## config.mk

```make
export PLATFORM = sky130hd
export DESIGN_NAME = apb_mem_bridge_flat
export DESIGN_NICKNAME = d
export VERILOG_FILES = /design/src/rtl/apb_pkg.sv /design/src/rtl/apb_mem_bridge_if.sv /design/src/rtl/apb_region_decoder.sv /design/src/rtl/apb_mem_bridge.sv /design/src/flat_wrapper.sv
export SDC_FILE = /design/constraint.sdc
export NUM_CORES = 1
export LEC_CHECK = 0
export ABC_AREA = 1
export BUFFER_PORTS_ARGS = -buffer_cell sky130_fd_sc_hd__buf_2
export CAP_MARGIN = 10
export CORE_AREA = 3 3 215 217
export CTS_CLUSTER_DIAMETER = 150
export DETAILED_ROUTE_END_ITERATION = 8
export DIE_AREA = 0 0 218 220
export PLACE_DENSITY = 0.61
export SLEW_MARGIN = 20
export SYNTH_ARGS = -nofsm -noshare
export SYNTH_HDL_FRONTEND = slang
export SYNTH_HIERARCHICAL = 1
export SYNTH_SLANG_ARGS = --single-unit
export TNS_END_PERCENT = 5
```

## constraint.sdc

```tcl
create_clock -name PCLK -period 1.8 [get_ports PCLK]
set_input_delay 0.09 -clock PCLK [delete_from_list [all_inputs] [get_ports PCLK]]
set_output_delay 0.09 -clock PCLK [all_outputs]
set_load 0.01 [all_outputs]
```

## src/rtl/apb_pkg.sv

```systemverilog
// Shared types and helpers for the APB-to-memory bridge.
// State encoding, default widths, and a constant clog2.
package apb_pkg;

    typedef enum logic [1:0] {
        IDLE = 2'd0,
        REQ  = 2'd1,
        RESP = 2'd2
    } state_e;

    localparam int DEF_ADDR_W = 32;
    localparam int DEF_DATA_W = 32;

    function automatic int clog2(input int value);
        int r;
        r = 0;
        while ((1 << r) < value) r++;
        return r;
    endfunction

endpackage

```

## src/rtl/apb_mem_bridge_if.sv

```systemverilog
// APB completer-side bus bundle for apb_mem_bridge.
// master: drives PADDR/PWRITE/PSEL/PENABLE/PWDATA(/PSTRB with
//   APB_PSTRB_EN); slave: drives PREADY/PSLVERR/PRDATA.
interface apb_mem_bridge_if
    import apb_pkg::*;
#(
    parameter int ADDR_W = DEF_ADDR_W,
    parameter int DATA_W = DEF_DATA_W
) ();

    logic [ADDR_W-1:0]   PADDR;
    logic                PWRITE;
    logic                PSEL;
    logic                PENABLE;
    logic [DATA_W-1:0]   PWDATA;
`ifdef APB_PSTRB_EN
    logic [DATA_W/8-1:0] PSTRB;
`endif
    logic                PREADY;
    logic                PSLVERR;
    logic [DATA_W-1:0]   PRDATA;

    modport master (
        output PADDR, PWRITE, PSEL, PENABLE, PWDATA,
`ifdef APB_PSTRB_EN
        output PSTRB,
`endif
        input  PREADY, PSLVERR, PRDATA
    );

    modport slave (
        input  PADDR, PWRITE, PSEL, PENABLE, PWDATA,
`ifdef APB_PSTRB_EN
        input  PSTRB,
`endif
        output PREADY, PSLVERR, PRDATA
    );

endinterface

```

## src/rtl/apb_region_decoder.sv

```systemverilog
// Combinational address-window decoder, lowest channel wins.
// Ports: addr_i, base_i/limit_i (slice per channel) -> hit_o, sel_o (one-hot).
module apb_region_decoder #(
    parameter int NUM_CH = 4,
    parameter int ADDR_W = 32
) (
    input  logic [ADDR_W-1:0]        addr_i,
    input  logic [NUM_CH*ADDR_W-1:0] base_i,
    input  logic [NUM_CH*ADDR_W-1:0] limit_i,
    output logic                     hit_o,
    output logic [NUM_CH-1:0]        sel_o
);

    always_comb begin
        hit_o = 1'b0;
        sel_o = '0;
        for (int i = 0; i < NUM_CH; i++) begin
            if (!hit_o &&
                addr_i >= base_i[i*ADDR_W +: ADDR_W] &&
                addr_i <= limit_i[i*ADDR_W +: ADDR_W]) begin
                hit_o    = 1'b1;
                sel_o[i] = 1'b1;
            end
        end
    end

endmodule

```

## src/rtl/apb_mem_bridge.sv

```systemverilog
// APB completer forwarding each transfer to one of NUM_CH memory
// channels chosen by runtime base/limit windows, with grant timeout.
// Ports: PCLK, PRESETn (async low), apb (slave modport),
//   REGION_BASE/LIMIT, MEM_REQ/ADDR/WRITE/WDATA(/MEM_BE), MEM_GRANT/RDATA.
// Optional: define APB_PSTRB_EN for PSTRB/MEM_BE byte-enable support.
module apb_mem_bridge
    import apb_pkg::*;
#(
    parameter int ADDR_W  = DEF_ADDR_W,
    parameter int DATA_W  = DEF_DATA_W,
    parameter int NUM_CH  = 4,
    parameter int TIMEOUT = 16
) (
    input  logic                     PCLK,
    input  logic                     PRESETn,
    apb_mem_bridge_if.slave          apb,
    input  logic [NUM_CH*ADDR_W-1:0] REGION_BASE,
    input  logic [NUM_CH*ADDR_W-1:0] REGION_LIMIT,
    output logic [NUM_CH-1:0]        MEM_REQ,
    output logic [ADDR_W-1:0]        MEM_ADDR,
    output logic                     MEM_WRITE,
    output logic [DATA_W-1:0]        MEM_WDATA,
`ifdef APB_PSTRB_EN
    output logic [DATA_W/8-1:0]      MEM_BE,
`endif
    input  logic [NUM_CH-1:0]        MEM_GRANT,
    input  logic [NUM_CH*DATA_W-1:0] MEM_RDATA
);

    localparam int CNT_RAW = clog2(TIMEOUT + 1);
    localparam int CNT_W   = (CNT_RAW < 1) ? 1 : CNT_RAW;
    localparam int TO_LAST_I = (TIMEOUT == 0) ? 0 : TIMEOUT - 1;
    localparam logic [CNT_W-1:0] TO_LAST = CNT_W'(TO_LAST_I);

    state_e              state_q, state_d;
    logic [CNT_W-1:0]    cnt_q, cnt_d;
    logic [NUM_CH-1:0]   req_q, req_d;
    logic [ADDR_W-1:0]   addr_q, addr_d;
    logic                write_q, write_d;
    logic [DATA_W-1:0]   wdata_q, wdata_d;
    logic                pready_q, pready_d;
    logic                pslverr_q, pslverr_d;
    logic [DATA_W-1:0]   prdata_q, prdata_d;
`ifdef APB_PSTRB_EN
    logic [DATA_W/8-1:0] be_q, be_d;
`endif

    logic                dec_hit;
    logic [NUM_CH-1:0]   dec_sel;
    logic                grant_hit;
    logic [DATA_W-1:0]   rdata_sel;

    apb_region_decoder #(
        .NUM_CH (NUM_CH),
        .ADDR_W (ADDR_W)
    ) u_dec (
        .addr_i  (apb.PADDR),
        .base_i  (REGION_BASE),
        .limit_i (REGION_LIMIT),
        .hit_o   (dec_hit),
        .sel_o   (dec_sel)
    );

    // req_q is one-hot on the selected channel throughout REQ,
    // so it doubles as the grant and read-data select.
    assign grant_hit = |(MEM_GRANT & req_q);

    always_comb begin
        rdata_sel = '0;
        for (int i = 0; i < NUM_CH; i++) begin
            if (req_q[i]) begin
                rdata_sel = rdata_sel | MEM_RDATA[i*DATA_W +: DATA_W];
            end
        end
    end

    always_comb begin
        state_d   = state_q;
        cnt_d     = '0;
        req_d     = req_q;
        addr_d    = addr_q;
        write_d   = write_q;
        wdata_d   = wdata_q;
        pready_d  = 1'b0;
        pslverr_d = 1'b0;
        prdata_d  = '0;
`ifdef APB_PSTRB_EN
        be_d      = be_q;
`endif
        unique case (state_q)
            IDLE: begin
                // Only a setup phase starts a transfer; a lone
                // PENABLE is ignored.
                if (apb.PSEL && !apb.PENABLE) begin
                    addr_d  = apb.PADDR;
                    write_d = apb.PWRITE;
                    wdata_d = apb.PWDATA;
`ifdef APB_PSTRB_EN
                    be_d = apb.PWRITE ? apb.PSTRB : '1;
`endif
                    if (!dec_hit) begin
                        state_d   = RESP;
                        pready_d  = 1'b1;
                        pslverr_d = 1'b1;
                    end
`ifdef APB_PSTRB_EN
                    else if (apb.PWRITE && apb.PSTRB == '0) begin
                        // Nothing to write: complete OKAY locally.
                        state_d  = RESP;
                        pready_d = 1'b1;
                    end
`endif
                    else begin
                        req_d   = dec_sel;
                        state_d = REQ;
                    end
                end
            end
            REQ: begin
                if (!apb.PSEL) begin
                    req_d   = '0;
                    state_d = IDLE;
                end else if (grant_hit) begin
                    req_d    = '0;
                    state_d  = RESP;
                    pready_d = 1'b1;
                    if (!write_q) prdata_d = rdata_sel;
                end else if (TIMEOUT != 0 && cnt_q == TO_LAST) begin
                    req_d     = '0;
                    state_d   = RESP;
                    pready_d  = 1'b1;
                    pslverr_d = 1'b1;
                end else begin
                    cnt_d = (cnt_q == '1) ? cnt_q : cnt_q + 1'b1;
                end
            end
            RESP: begin
                state_d = IDLE;
            end
            default: begin
                state_d = IDLE;
                req_d   = '0;
            end
        endcase
    end

    always_ff @(posedge PCLK or negedge PRESETn) begin
        if (!PRESETn) begin
            state_q   <= IDLE;
            cnt_q     <= '0;
            req_q     <= '0;
            addr_q    <= '0;
            write_q   <= 1'b0;
            wdata_q   <= '0;
            pready_q  <= 1'b0;
            pslverr_q <= 1'b0;
            prdata_q  <= '0;
`ifdef APB_PSTRB_EN
            be_q      <= '0;
`endif
        end else begin
            state_q   <= state_d;
            cnt_q     <= cnt_d;
            req_q     <= req_d;
            addr_q    <= addr_d;
            write_q   <= write_d;
            wdata_q   <= wdata_d;
            pready_q  <= pready_d;
            pslverr_q <= pslverr_d;
            prdata_q  <= prdata_d;
`ifdef APB_PSTRB_EN
            be_q      <= be_d;
`endif
        end
    end

    assign MEM_REQ     = req_q;
    assign MEM_ADDR    = addr_q;
    assign MEM_WRITE   = write_q;
    assign MEM_WDATA   = wdata_q;
`ifdef APB_PSTRB_EN
    assign MEM_BE      = be_q;
`endif
    assign apb.PREADY  = pready_q;
    assign apb.PSLVERR = pslverr_q;
    assign apb.PRDATA  = prdata_q;

endmodule

```

## src/flat_wrapper.sv

```systemverilog
// flat-port wrapper written by rule: the top's interface ports become plain ports
module apb_mem_bridge_flat import apb_pkg::*;
#(
    parameter int ADDR_W  = DEF_ADDR_W,
    parameter int DATA_W  = DEF_DATA_W,
    parameter int NUM_CH  = 4,
    parameter int TIMEOUT = 16
)
  (PCLK, PRESETn, REGION_BASE, REGION_LIMIT, MEM_REQ, MEM_ADDR, MEM_WRITE, MEM_WDATA, MEM_GRANT, MEM_RDATA, apb_PADDR, apb_PWRITE, apb_PSEL, apb_PENABLE, apb_PWDATA, apb_PREADY, apb_PSLVERR, apb_PRDATA);
  apb_mem_bridge_if #(.ADDR_W(ADDR_W), .DATA_W(DATA_W)) apb_i ();
  input  logic PCLK;
  input  logic PRESETn;
  input  logic [NUM_CH*ADDR_W-1:0] REGION_BASE;
  input  logic [NUM_CH*ADDR_W-1:0] REGION_LIMIT;
  output logic [NUM_CH-1:0] MEM_REQ;
  output logic [ADDR_W-1:0] MEM_ADDR;
  output logic MEM_WRITE;
  output logic [DATA_W-1:0] MEM_WDATA;
  input  logic [NUM_CH-1:0] MEM_GRANT;
  input  logic [NUM_CH*DATA_W-1:0] MEM_RDATA;
  input wire logic [$bits(apb_i.PADDR)-1:0] apb_PADDR;
  input wire logic [$bits(apb_i.PWRITE)-1:0] apb_PWRITE;
  input wire logic [$bits(apb_i.PSEL)-1:0] apb_PSEL;
  input wire logic [$bits(apb_i.PENABLE)-1:0] apb_PENABLE;
  input wire logic [$bits(apb_i.PWDATA)-1:0] apb_PWDATA;
  output wire logic [$bits(apb_i.PREADY)-1:0] apb_PREADY;
  output wire logic [$bits(apb_i.PSLVERR)-1:0] apb_PSLVERR;
  output wire logic [$bits(apb_i.PRDATA)-1:0] apb_PRDATA;
  assign apb_i.PADDR = apb_PADDR;
  assign apb_i.PWRITE = apb_PWRITE;
  assign apb_i.PSEL = apb_PSEL;
  assign apb_i.PENABLE = apb_PENABLE;
  assign apb_i.PWDATA = apb_PWDATA;
  assign apb_PREADY = apb_i.PREADY;
  assign apb_PSLVERR = apb_i.PSLVERR;
  assign apb_PRDATA = apb_i.PRDATA;
  apb_mem_bridge #(.ADDR_W(ADDR_W), .DATA_W(DATA_W), .NUM_CH(NUM_CH), .TIMEOUT(TIMEOUT)) u_core (.PCLK(PCLK), .PRESETn(PRESETn), .apb(apb_i), .REGION_BASE(REGION_BASE), .REGION_LIMIT(REGION_LIMIT), .MEM_REQ(MEM_REQ), .MEM_ADDR(MEM_ADDR), .MEM_WRITE(MEM_WRITE), .MEM_WDATA(MEM_WDATA), .MEM_GRANT(MEM_GRANT), .MEM_RDATA(MEM_RDATA));
endmodule
```

# == After elaboration in Yosys (flattened, before gate mapping) ==
# Cells that the tools add are included.
# totals
output_inout_bits,103
rom_bits,0
memories,0
inputBits,457
mem_bits_rw,0
word_cells,89
latch_bits,0
register_bits,110
# classes
bitwise,5
multipliers,0
n_reduce_logical,17
order_cmp,8
n_shift,0
muxes,41
n_addsub,1
n_eq_ne,8
div_mod_pow,0
# op_table
cell,n
$mux W32,8
$ge A32 B32 Y1,4
$le A32 B32 Y1,4
$or A32 B32 Y32,3
$mux W5,5
$mux W4,5
$mux W1,14
$pmux W4 S3,1
$mux W2,5
$logic_and A1 B1 Y1,8
$add A5 B1 Y5 const B,1
$eq A5 B4 Y1 const B,1
$eq A5 B5 Y1 const B,1
$ne A5 B3 Y1 const B,1
$and A4 B4 Y4,1
$logic_not A1 Y1,4
$ne A2 B1 Y1 const B,2
$ne A4 B2 Y1 const B,1
$pmux W1 S2,2
$pmux W2 S2,1
$reduce_and A2 Y1,2
$reduce_and A4 Y1,1
$reduce_or A4 Y1,1
$eq A2 B1 Y1 const B,1
other kinds (3),3

# == Logic depth before layout (Yosys ltp) ==
# Gate-level depths: netlist of the first run.
# depth
ltp_word,18
depth_mapped,22
mapped_depth_nobuf,22

# == Hierarchy ==
# The synthesis of the first run kept the hierarchy.
# by_module_without_submodules
mod,area_each_um2,seq_area_each_um2,cells_per_inst,instances
apb_region_decoder,6805.3,0.0,1086,1
apb_mem_bridge,4926.0,2752.6,438,1

# == Worst setup path before layout of the first run ==
# OpenSTA, ideal clock, no wires.
# synth_timing
path_type,input to register
start,in REGION_LIMIT[63]
end,reg u_core.req_q[0] (netlist: u_core/MEM_REQ[0])
setup_time_ns,0.117
stages,17
required_ns,1.683
path_slack_ns,-0.165
arrival_time_ns,1.848
path_buffers,0
path_cell_list,inv_1 > ha_1 > nand2_1 > nor2_2 > and2_4 > inv_2 > nor2_2 > and3b_1 > a21oi_2 > o21ai_4 > nor2_1 > nand2_1 > inv_1 > o21bai_1 > nand3_1 > nand2_1 > nand2_1
# synth_via
elab_chain_cells,13
# synth_rtl
element,line_no,text
from (decl),flat_wrapper.sv:14,input logic [NUM_CH*ADDR_W-1:0] REGION_LIMIT;
$le A32 B32 Y1 (*),apb_region_decoder.sv:20,addr_i <= limit_i[i*ADDR_W +: ADDR_W]) begin
$logic_and A1 B1 Y1 (*),apb_region_decoder.sv:19,addr_i >= base_i[i*ADDR_W +: ADDR_W] &&
$mux W1 (*),apb_region_decoder.sv:18,if (!hit_o &&
$logic_not A1 Y1,apb_region_decoder.sv:18,
$logic_and A1 B1 Y1,apb_region_decoder.sv:18,
$logic_and A1 B1 Y1,apb_region_decoder.sv:19,
$mux W1 (*),apb_region_decoder.sv:18,
$logic_not A1 Y1,apb_region_decoder.sv:18,
$logic_and A1 B1 Y1,apb_region_decoder.sv:18,
$logic_and A1 B1 Y1,apb_region_decoder.sv:19,
$mux W1 (*),apb_region_decoder.sv:18,
named net u_core.dec_hit,apb_mem_bridge.sv:48,logic dec_hit;
$ne A2 B1 Y1 (no source line) (*),n/a,
$reduce_and A4 Y1 (no source line) (*),n/a,
to (signal assigned),apb_mem_bridge.sv:164,req_q <= req_d;
to (decl),apb_mem_bridge.sv:37,"logic [NUM_CH-1:0] req_q, req_d;"
# Mark *: on every way through the listed nets, which the timed path passes. The rest lies on a longest branch.
# A chain may end at the register's enable or synchronous reset.

# == Worst setup path in the final report of the first run ==
# layout_timing
start,in apb_PADDR[22]
end,reg u_core.req_q[0] (netlist: u_core/MEM_REQ[0])
# layout_via
elab_chain_cells,17
elab_cells_between_ends,27
cone_classes,order compare (8); eq/ne (1); mux (7); reduce/logical (11)
# layout_rtl
element,line_no,text
from (decl),flat_wrapper.sv:21,input wire logic [$bits(apb_i.PADDR)-1:0] apb_PADDR;
$ge A32 B32 Y1 / $le A32 B32 Y1 (equally long branches),"apb_region_decoder.sv:19, apb_region_decoder.sv:20",
$logic_and A1 B1 Y1,apb_region_decoder.sv:19,
$mux W1,apb_region_decoder.sv:18,
$logic_not A1 Y1,apb_region_decoder.sv:18,
$logic_and A1 B1 Y1,apb_region_decoder.sv:18,
$logic_and A1 B1 Y1,apb_region_decoder.sv:19,
$mux W1,apb_region_decoder.sv:18,
$logic_not A1 Y1,apb_region_decoder.sv:18,
[2 not listed],n/a,
$mux W1,apb_region_decoder.sv:18,
$logic_not A1 Y1,apb_region_decoder.sv:18,
$logic_and A1 B1 Y1,apb_region_decoder.sv:18,
$logic_and A1 B1 Y1,apb_region_decoder.sv:19,
$mux W1 (*),apb_region_decoder.sv:18,
named net u_core.dec_hit,apb_mem_bridge.sv:48,
$ne A2 B1 Y1 (no source line) (*),n/a,
$reduce_and A4 Y1 (no source line) (*),n/a,
# Mark *: on every way through the listed nets, which the timed path passes. The rest lies on a longest branch. The select of a mux whose other input is x is not followed.

==> qor.txt, run 1 <==
Global Route Usage Sum - 21.1%
Setup crit end kind - flip-flop
global-route wire length before repair - 76900 um
Comb power frac - 52.7%
Tmin final - 1.86 ns
Vias - 13300
P_int - 7430 uW
Lkg Pwr - 0.0106 uW
worst-path cell chain - buf_4 > buf_12 > ha_1 > nand2_1 > nor2_1 > nand4_1 > nor2_1 > buf_4 > and3b_1 > nor2_4 > o21ai_4 > nor2_1 > nand2_1 > inv_2 > o21bai_4 > buf_6 > nand4_1 > nand2_1
P&R area growth vs syn - 57.5%
dpl ws - -0.850 ns
Slowest Stage Delay on Critical Path - 0.26 ns
CP max stage cell - ha_1
fin. max-slew vios - 0
ys async rst share - 100%
Root Buffer - clkbuf_16
Hold Violations, Final - 0
Remaining DRCs - 0
syn_nets - 2238
Starting Density - 26.5%
Mapped Area - 0.0117 mm^2
placed cell count - 2755
Finished Layout Cells - 2891
Routed WL - 52700 um
GR peak layer - met2
input/output buffers - 559
number of synthesized register bits - 110
Worst Path Arrival - 2.18 ns
row count - 77
initial antenna violation count - 12
failing checks - setup timing
GRT met2 Usage - 39.1%
endpoints failing setup - 5
DIE AREA - 0.0480 mm^2
number of global-route vias before repair - 13800
fin area - 0.0185 mm^2
gr ovfl total - 0
Max-slew headroom - 58.4%
vias per cell - 4.59
Primary FF master, synth - dfrtp_1
Final period util - 103%
crit-path max FO - 6
Hold/Removal Path Class - in -> reg
Clk network pwr share - 18.8%
f_max - 539 MHz
Net Sw Frac - 40.4%
Yosys cell types - 39
Max VDD drop - 0.498 mV
EDFF count, synth - 0
Seq/Total Area, Yosys - 23.5%
H-tree levels - 3
share of layout cells above drive strength 1 - 38.8%
DR iter-0 viols - 598
largest net degree at the start of global routing - 46
Antenna Violating Nets Remaining - 0
Pwr per Cell Area - 675 mW/mm^2
DP Wirelength - 43000 um
Ports - 560
M1 GR Usage - 23.5%
TritonRoute pass-1 iters - 5
Flop pwr share - 28.4%
CTS Sinks - 110
core area - 0.0443 mm^2
multi-input combinational cell area - 0.00834 mm^2
Critical Path RT - 2.12 ns
routed len/inst - 18.2 um
CTS buffer count - 9
Cells after Synth - 1524
status - finished, violations left
gp weighted congestion - 0.928
RSZ-0062 raised after global routing - yes
CTS clock-pin slew for the worst setup and hold paths - 0.08 ns
setup TNS - -0.198 ns
maximum clock path buffer count - 2
M3 GR Usage - 4.34%
Synth Area per Inst - 7.70 um^2
Final Net Count - 3005
Die X - 218 um
Sequential Area - 0.00275 mm^2
worst setup margin - -0.0566 ns
filler cell count - 4410
synth warn - 6
Setup CP Type - in -> reg
switching power - 5030 uW
CTS tree - yes
Worst Tran Pin Value - 0.618 ns
worst-skew pair later-pin latency - 0.40 ns
commonest cells after routing, fill and taps aside - buf_2, nand2_1, inv_1
Cell Area, Placed - 0.0161 mm^2
MaxCap Viol Count - 0
Startpoint Class - input pin
Worst Skew - 0.0223 ns
commonest non-fill, non-tap cell in the layout - buf_2
die height - 220 um
==> synth_stat cells (10+ instances only) <==
library cell,count,area share [%]
o21a_1,11,0.70
a221oi_1,32,2.4
nor2_1,105,3.4
clkbuf_1,13,0.42
nand3_1,28,1.2
nor2_2,10,0.53
a21oi_1,117,5.0
nand4_1,24,1.3
mux2_4,39,5.0
mux2_2,26,2.5
inv_1,309,9.9
ha_1,257,27
dfrtp_1,110,23
nand2_1,339,11
o21ai_0,36,1.5
==> worst max-delay path, delay by kind of cell <==
family	cells	cell delay (ns)
and+or+nand+nor	10	0.95
adders and majority gates	1	0.26
AOI/OAI and AO/OA	2	0.26
buffers and inverters	5	0.59
==> through the flow <==
| step | utilization [%] | hold WS (ns) | total power, uW |
|---|---|---|---|
| after floorplan | - | -0.206 | 6790 |
| after global placement | 36.3 | 0.0395 | 9320 |
| after detailed placement | 36.3 | 0.0384 | 9450 |
| after CTS | 41.3 | 0.00000239 | 12500 |
| after global routing | 41.7 | 0.0507 | 13400 |
| final | 41.7 | 0.0357 | 12500 |
==> state kept, by name (all words and copies together), names as in the netlist, 2 cells and up <==
name,count
u_core/MEM_ADDR,32
u_core/apb.PRDATA,32
u_core/state_q,2
u_core/MEM_REQ,4
u_core/MEM_WDATA,32
u_core/cnt_q,5
==> area by class of cell <==
type / instances / share of cell area (%)
timing repair buffer: 782 / 27.6
clock inverter: 7 / 0.562
clock buffer: 9 / 1.22
sequential: 110 / 14.9
tap: 592 / 4.01
inverter: 318 / 6.46
antenna: 3 / 0.0406
multi-input combinational: 1070 / 45.2
==> power groups by stage <==
stage               logic [uW]  clock network, uW  registers, uW
finish                    6570               2350           3540
global route              7200               2530           3620
CTS                       6480               2470           3530
detailed placement        5880                  0           3560
global placement          5770                  0           3560
floorplan                 3020                  0           3770
==> timing repair <==
action / CTS / global route
pin swaps: 69 / 19
setup buffers: 9 / 0
gates cloned: 0 / 1
hold buffers: 109 / 0
endpoints found under the hold margin: 142 / 0
endpoints found under the setup margin: 8 / 15
gates resized for setup: 149 / 21
==> worst paths after layout <==
path	from	slack [ns]	endpoint	cells past startpoint
worst max-delay path	apb_PADDR[22]	-0.06	u_core/MEM_REQ[0]	18
worst min-delay path	MEM_RDATA[15]	0.04	u_core/apb.PRDATA[15]	5
worst max register to register	u_core/MEM_REQ[0]	-0.01	u_core/apb.PRDATA[12]	6
worst min register to register	u_core/MEM_ADDR[27]	0.51	u_core/MEM_ADDR[27]	1
max in group asynchronous	PRESETn	0.97	u_core/apb.PRDATA[13]	3
min in group asynchronous	PRESETn	0.18	u_core/MEM_WDATA[15]	2
==> cells by family (layout without fill, tap and decap cells) <==
| kind of cell | after synthesis | count (layout) | share of synthesized area [%] |
|---|---|---|---|
| flip-flops | 110 | 110 | 23.5 |
| AND/OR/NAND/NOR | 538 | 538 | 19.5 |
| multiplexers | 65 | 65 | 7.49 |
| other | 0 | 3 | 0 |
| AO/OA/AOI/OAI | 210 | 210 | 10.6 |
| adder cells (fa/ha/maj) | 257 | 257 | 27.4 |
| buffers and inverters | 344 | 1116 | 11.6 |
==> routing by layer <==
metal	share of wire (%)	wire, um
met1	39	20600
met2	51	26600
met3	6.6	3460
met4	3.6	1900
met5	0.072	38
(Power assumes the default switching activity.)
==> inputs of run 2 (changes only) <==
--- a/config.mk
+++ b/config.mk
@@ -6,13 +6,14 @@
 export NUM_CORES = 1
 export LEC_CHECK = 0
 export ABC_AREA = 1
+export ABC_CLOCK_PERIOD_IN_PS = 1700
 export BUFFER_PORTS_ARGS = -buffer_cell sky130_fd_sc_hd__buf_2
 export CAP_MARGIN = 10
-export CORE_AREA = 3 3 215 217
+export CORE_AREA = 3 3 218 220
 export CTS_CLUSTER_DIAMETER = 150
 export DETAILED_ROUTE_END_ITERATION = 8
-export DIE_AREA = 0 0 218 220
-export PLACE_DENSITY = 0.61
+export DIE_AREA = 0 0 221 223
+export PLACE_DENSITY = 0.62
 export SLEW_MARGIN = 20
 export SYNTH_ARGS = -nofsm -noshare
 export SYNTH_HDL_FRONTEND = slang
==> constraint.sdc (replaced) <==
create_clock -name PCLK -period 1.7 [get_ports PCLK]
set_input_delay 0.085 -clock PCLK [delete_from_list [all_inputs] [get_ports PCLK]]
set_output_delay 0.085 -clock PCLK [all_outputs]
set_load 0.01 [all_outputs]
==> run 2 against run 1 <==
The run still ends with setup timing left. Final area shrank 0.86%. Sequential share of layout area rose by 0.13 points. Global-route usage is 0.66 points lower.
==> qor.txt, run 2 (synthesized netlist as in run 1, its figures left out) <==
Worst Tran Pin Value - 0.760 ns
stages on the worst setup path - 16
P&R area growth vs syn - 56.1%
Worst Reg-to-Reg Cells - 8
setup TNS - -0.991 ns
status - finished, violations left
worst-skew pair later-pin latency - 0.40 ns
Max-slew headroom - 48.8%
Sequential Area - 0.00275 mm^2
Antenna Violating Nets Remaining - 0
number of global-route vias before repair - 13800
input/output buffers - 559
FF-to-FF setup slack - 0.12 ns
multi-input combinational cell area - 0.00825 mm^2
Max VDD drop - 0.508 mV
failing checks - setup timing
commonest non-fill, non-tap cell in the layout - buf_2
gp weighted congestion - 0.951
buffers plus inverters on the worst setup path - 4
Final Net Count - 3000
Hold Violations, Final - 0
worst-path cell chain - buf_2 > buf_4 > ha_1 > nand2_1 > inv_1 > nand4_1 > and3b_2 > a21oi_4 > o21ai_4 > nor2_2 > nand2_2 > inv_2 > o21bai_4 > nand3_4 > nand2_2 > nand2_1
DR iter-0 viols - 685
CTS tree - yes
largest net degree at the start of global routing - 44
Lkg Pwr - 0.0106 uW
Startpoint Class - input pin
worst setup margin - -0.175 ns
gr ovfl total - 0
vias per cell - 4.57
share of layout cells above drive strength 1 - 38.6%
Setup crit end kind - flip-flop
Hold/Removal Path Class - in -> reg
initial antenna violation count - 19
endpoints failing setup - 8
CP Launch Point - apb_PADDR[3]
fin. max-slew vios - 0
CTS clock-pin slew for the worst setup and hold paths - 0.10 ns
CP max stage cell - and3b_2
Final period util - 110%
TritonRoute pass-1 iters - 5
commonest cells after routing, fill and taps aside - buf_2, nand2_1, inv_1
f_max - 533 MHz
die height - 223 um
Root Buffer - clkbuf_16
Worst Path Arrival - 2.17 ns
Critical Path RT - 1.99 ns
Global Route Usage Sum - 20.4%
routed len/inst - 18.2 um
MaxCap Viol Count - 0
Die X - 221 um
Slowest Stage Delay on Critical Path - 0.32 ns
CTS buffer count - 9
Vias - 13300
RSZ-0062 raised after global routing - yes
core area - 0.0455 mm^2
DP Wirelength - 43500 um
Setup CP Type - in -> reg
r2r startpoint - u_core/state_q[1]
Tmin final - 1.87 ns
filler cell count - 4610
DIE AREA - 0.0493 mm^2
Top delay family on crit path - simple AND/OR/NAND/NOR gates
maximum clock path buffer count - 2
total power - 13100 uW
Remaining DRCs - 0
Pwr per Cell Area - 715 mW/mm^2
crit-path max FO - 6
CP endpoint - u_core/MEM_REQ[1]
Worst Skew - 0.0180 ns
Routed WL - 52700 um
Ports - 560
row count - 78
H-tree levels - 3
Starting Density - 25.8%
CTS Sinks - 110
global-route wire length before repair - 77800 um
r2r endpoint - u_core/apb.PRDATA[12]
[run 2: cell types whose count changed in the layout (fill, tap and decap cells not counted), sizes merged]
cell         before  now
bufinv            1    0
inv             319  324
clkbuf           11    9
diode             3    9
buf             671  670
clkinv            5    1
dlygate4sd3     109  107
[run 2: per-layer routing]
metal | up-vias | share of wire, % | track usage, %
met4 | 16 | 2.5 | 7.25
li1 | 6503 | - | -
met3 | 80 | 6.6 | 4.68
met1 | 6138 | 40 | 23.6
met2 | 522 | 50 | 37.0
met5 | - | 0.19 | 0
[run 2: timing repair]
action	in CTS	in global routing
resized for setup	53	119
hold buffers	107	0
hold endpoints to repair	143	0
endpoints found under the setup margin	8	27
pin swaps	15	46
setup buffers	1	8
[run 2: per-stage QoR]
stage,util (%),hold WS (ns),worst slack (ns),instance area (um^2),std cells
finish,40.3,0.0132,-0.175,18300,2900
global route,40.3,0.0157,-0.304,18300,2898
CTS,39.0,0.00149,-0.228,17700,2884
detailed placement,35.3,0.0386,-0.849,16100,2760
global placement,35.3,0.0364,-0.823,16100,2760
floorplan,-,-0.211,-0.125,11700,1524
[run 2: worst reg2reg max path, stage by stage (launching register included)]
cell     delay, ns
dfrtp_1       0.47
inv_1         0.08
nand2_1       0.07
nor2_2        0.17
inv_2         0.08
nor2_2        0.12
nand2_4       0.14
buf_4         0.24
nor2_1        0.13
[run 2: area by class of cell]
cell class	instances	area share [%]
antenna	9	0.123
multi-input combinational	1070	45.1
timing repair buffer	777	27.4
clock inverter	7	0.526
tap	600	4.10
sequential	110	15.0
clock buffer	9	1.23
inverter	318	6.52
[run 2: power by group]
group / total [uW] / switching [uW] / internal, uW
Clock: 2500 / 1400 / 1100
Sequential: 3740 / 467 / 3280
Combinational: 6860 / 3600 / 3260
[run 2: how the worst min path moves through the flow]
stage                        start                    end  cells past startpoint  slack [ns]
global route         MEM_RDATA[95]  u_core/apb.PRDATA[31]                      3        0.02
finish                 apb_PENABLE     u_core/apb.PSLVERR                      4        0.01
CTS                 MEM_RDATA[126]  u_core/apb.PRDATA[30]                      5       0.001
floorplan                  PRESETn     u_core/MEM_ADDR[0]                      0       -0.21
global placement           PRESETn   u_core/MEM_WDATA[15]                      1        0.04
detailed placement         PRESETn   u_core/MEM_WDATA[15]                      1        0.04
==> inputs of run 3 (changes only) <==
--- a/config.mk
+++ b/config.mk
@@ -6,14 +6,13 @@
 export NUM_CORES = 1
 export LEC_CHECK = 0
 export ABC_AREA = 1
-export ABC_CLOCK_PERIOD_IN_PS = 1700
+export ABC_CLOCK_PERIOD_IN_PS = 2200
 export BUFFER_PORTS_ARGS = -buffer_cell sky130_fd_sc_hd__buf_2
-export CAP_MARGIN = 10
-export CORE_AREA = 3 3 218 220
+export CORE_AREA = 2 2 216 218
 export CTS_CLUSTER_DIAMETER = 150
 export DETAILED_ROUTE_END_ITERATION = 8
-export DIE_AREA = 0 0 221 223
-export PLACE_DENSITY = 0.62
+export DIE_AREA = 0 0 218 220
+export PLACE_DENSITY = 0.61
 export SLEW_MARGIN = 20
 export SYNTH_ARGS = -nofsm -noshare
 export SYNTH_HDL_FRONTEND = slang
==> constraint.sdc (replaced) <==
create_clock -name PCLK -period 2.2 [get_ports PCLK]
set_input_delay 0.11 -clock PCLK [delete_from_list [all_inputs] [get_ports PCLK]]
set_output_delay 0.11 -clock PCLK [all_outputs]
set_load 0.01 [all_outputs]
==> run 3 against run 2 <==
Register-to-register slack improved by 0.03 ns. Count of clock-buffer cells in the layout stayed put. Clock skew grew 0.00070 ns. Largest power group unchanged. Highest routed layer unchanged. The flow now finishes without violations. Worst hold slack better by 0.0033 ns. Clock power is 29% lower. Cell count fell by 1.3%. Total power shrank 24%. First-iteration DRC count is 15% lower. Worst setup slack improved by 0.26 ns. Largest cell class unchanged.
==> qor.txt, run 3 (synthesized netlist as in run 1, its figures left out) <==
Final period util - 96.3%
status - complete, no violations
Vias - 13100
Tmin final - 2.12 ns
CP Launch Point - apb_PADDR[31]
fin. max-slew vios - 0
Pwr per Cell Area - 570 mW/mm^2
Startpoint Class - input pin
worst hold endpoint - u_core/apb.PRDATA[4]
global-route wire length before repair - 73100 um
maximum clock path buffer count - 2
met3 WL - 2980 um
Max-slew headroom - 53.5%
top sig layer - met5
Ports - 560
RSZ-0062 raised after global routing - yes
Setup CP Type - in -> reg
Root Buffer - clkbuf_16
WHS Path Cells - 3
Global Route Usage Sum - 20.4%
r2r endpoint - u_core/apb.PRDATA[21]
DIE AREA - 0.0480 mm^2
r2r startpoint - u_core/MEM_REQ[3]
Max VDD drop - 0.432 mV
FF-to-FF setup slack - 0.15 ns
Critical Path RT - 2.47 ns
CTS Sinks - 110
Remaining DRCs - 0
H-tree levels - 3
fin area - 0.0176 mm^2
worst-skew pair later-pin latency - 0.38 ns
routed len/inst - 17.9 um
setup TNS - 0 ns
number of global-route vias before repair - 13200
MaxCap Viol Count - 0
Hold Violations, Final - 0
CTS clock-pin slew for the worst setup and hold paths - 0.08 ns
share of layout cells above drive strength 1 - 37.3%
initial antenna violation count - 10
CTS buffer count - 9
CTS tree - yes
Worst Tran Pin Value - 0.695 ns
placed cell count - 2766
row count - 79
Setup crit end kind - flip-flop
Antenna Violating Nets Remaining - 0
DR iter-0 viols - 585
gp weighted congestion - 0.929
gr ovfl total - 0
worst hold start - MEM_RDATA[36]
commonest cells after routing, fill and taps aside - buf_2, nand2_1, inv_1
crit-path max FO - 4
TritonRoute pass-1 iters - 5
Cell Area, Placed - 0.0161 mm^2
filler cell count - 4716
DP Wirelength - 43100 um
Hold/Removal Path Class - in -> reg
Met2 Wirelength - 26000 um
endpoints failing setup - 0
Worst Skew - 0.0187 ns
Routed WL - 51400 um
f_max - 472 MHz
P&R area growth vs syn - 49.6%
M1 WL - 20300 um
Final Net Count - 2960
Finished Layout Cells - 2863
Die X - 218 um
Starting Density - 25.6%
core area - 0.0459 mm^2
die height - 220 um
commonest non-fill, non-tap cell in the layout - buf_2
Worst Path Arrival - 2.39 ns
Worst Reg-to-Reg Cells - 6
multi-input combinational cell area - 0.00801 mm^2
largest net degree at the start of global routing - 40
Sequential Area - 0.00275 mm^2
vias per cell - 4.57
input/output buffers - 559
Lkg Pwr - 0.0104 uW
total power - 10000 uW
Core Util, Final - 38.3%
-- run 3: final cells by class --
class                           instances  area share (%)
Timing Repair Buffer                  737            25.7
Clock inverter                          7           0.492
Antenna cell                            5          0.0713
Sequential cell                       110            15.7
Multi-Input combinational cell       1070            45.6
Inverter                              318            6.80
Clock buffer                            9            1.28
Tap cell                              607            4.33
-- run 3: per-stage QoR --
stage	setup WS [ns]	hold WS, ns
detailed placement	-0.576	0.146
global placement	-0.568	0.136
global route	-0.0325	0.0154
finish	0.0817	0.0165
floorplan	0.215	-0.186
CTS	0.00692	0.00306
-- run 3: power breakdown --
group | switching, uW | internal, uW | total (uW)
Clock | 957 | 820 | 1780
Sequential | 370 | 2530 | 2900
Combinational | 2790 | 2540 | 5330
Total | 4110 | 5890 | 10000
-- run 3: worst max path at each step --
| stage | slack, ns | cells past startpoint | to |
|---|---|---|---|
| floorplan | 0.21 | 17 | u_core/MEM_REQ[0] |
| global placement | -0.57 | 19 | u_core/MEM_REQ[1] |
| detailed placement | -0.58 | 19 | u_core/MEM_REQ[0] |
| CTS | 0.007 | 19 | u_core/MEM_REQ[3] |
| global route | -0.03 | 19 | u_core/MEM_REQ[3] |
| finish | 0.08 | 20 | u_core/MEM_REQ[0] |
-- run 3: worst max-delay path, stage by stage --
cell	delay (ns)
buf_4	0.13
buf_6	0.13
ha_4	0.28
nand2_4	0.06
nor2_4	0.12
nand4_1	0.23
nor3_4	0.20
buf_6	0.16
nand2_2	0.06
nand2_2	0.05
nand2_2	0.06
nand2_4	0.07
o21ai_4	0.06
nor2_1	0.10
nand2_1	0.07
inv_2	0.07
o21bai_1	0.09
buf_4	0.15
nand4_1	0.10
nand2_1	0.07
-- run 3: routing by layer --
metal	up-vias	GRT usage [%]
met2	444	37.7
met5	-	0
li1	6418	-
met1	6118	22.9
met3	87	3.55
met4	6	8.66
-- run 3: repair_timing --
item / CTS / global route
resized for setup: 13 / 77
endpoints found under the hold margin: 91 / 0
endpoints found under the setup margin: 7 / 7
pin swaps: 4 / 35
hold buffers: 71 / 0
setup buffers: 2 / 3
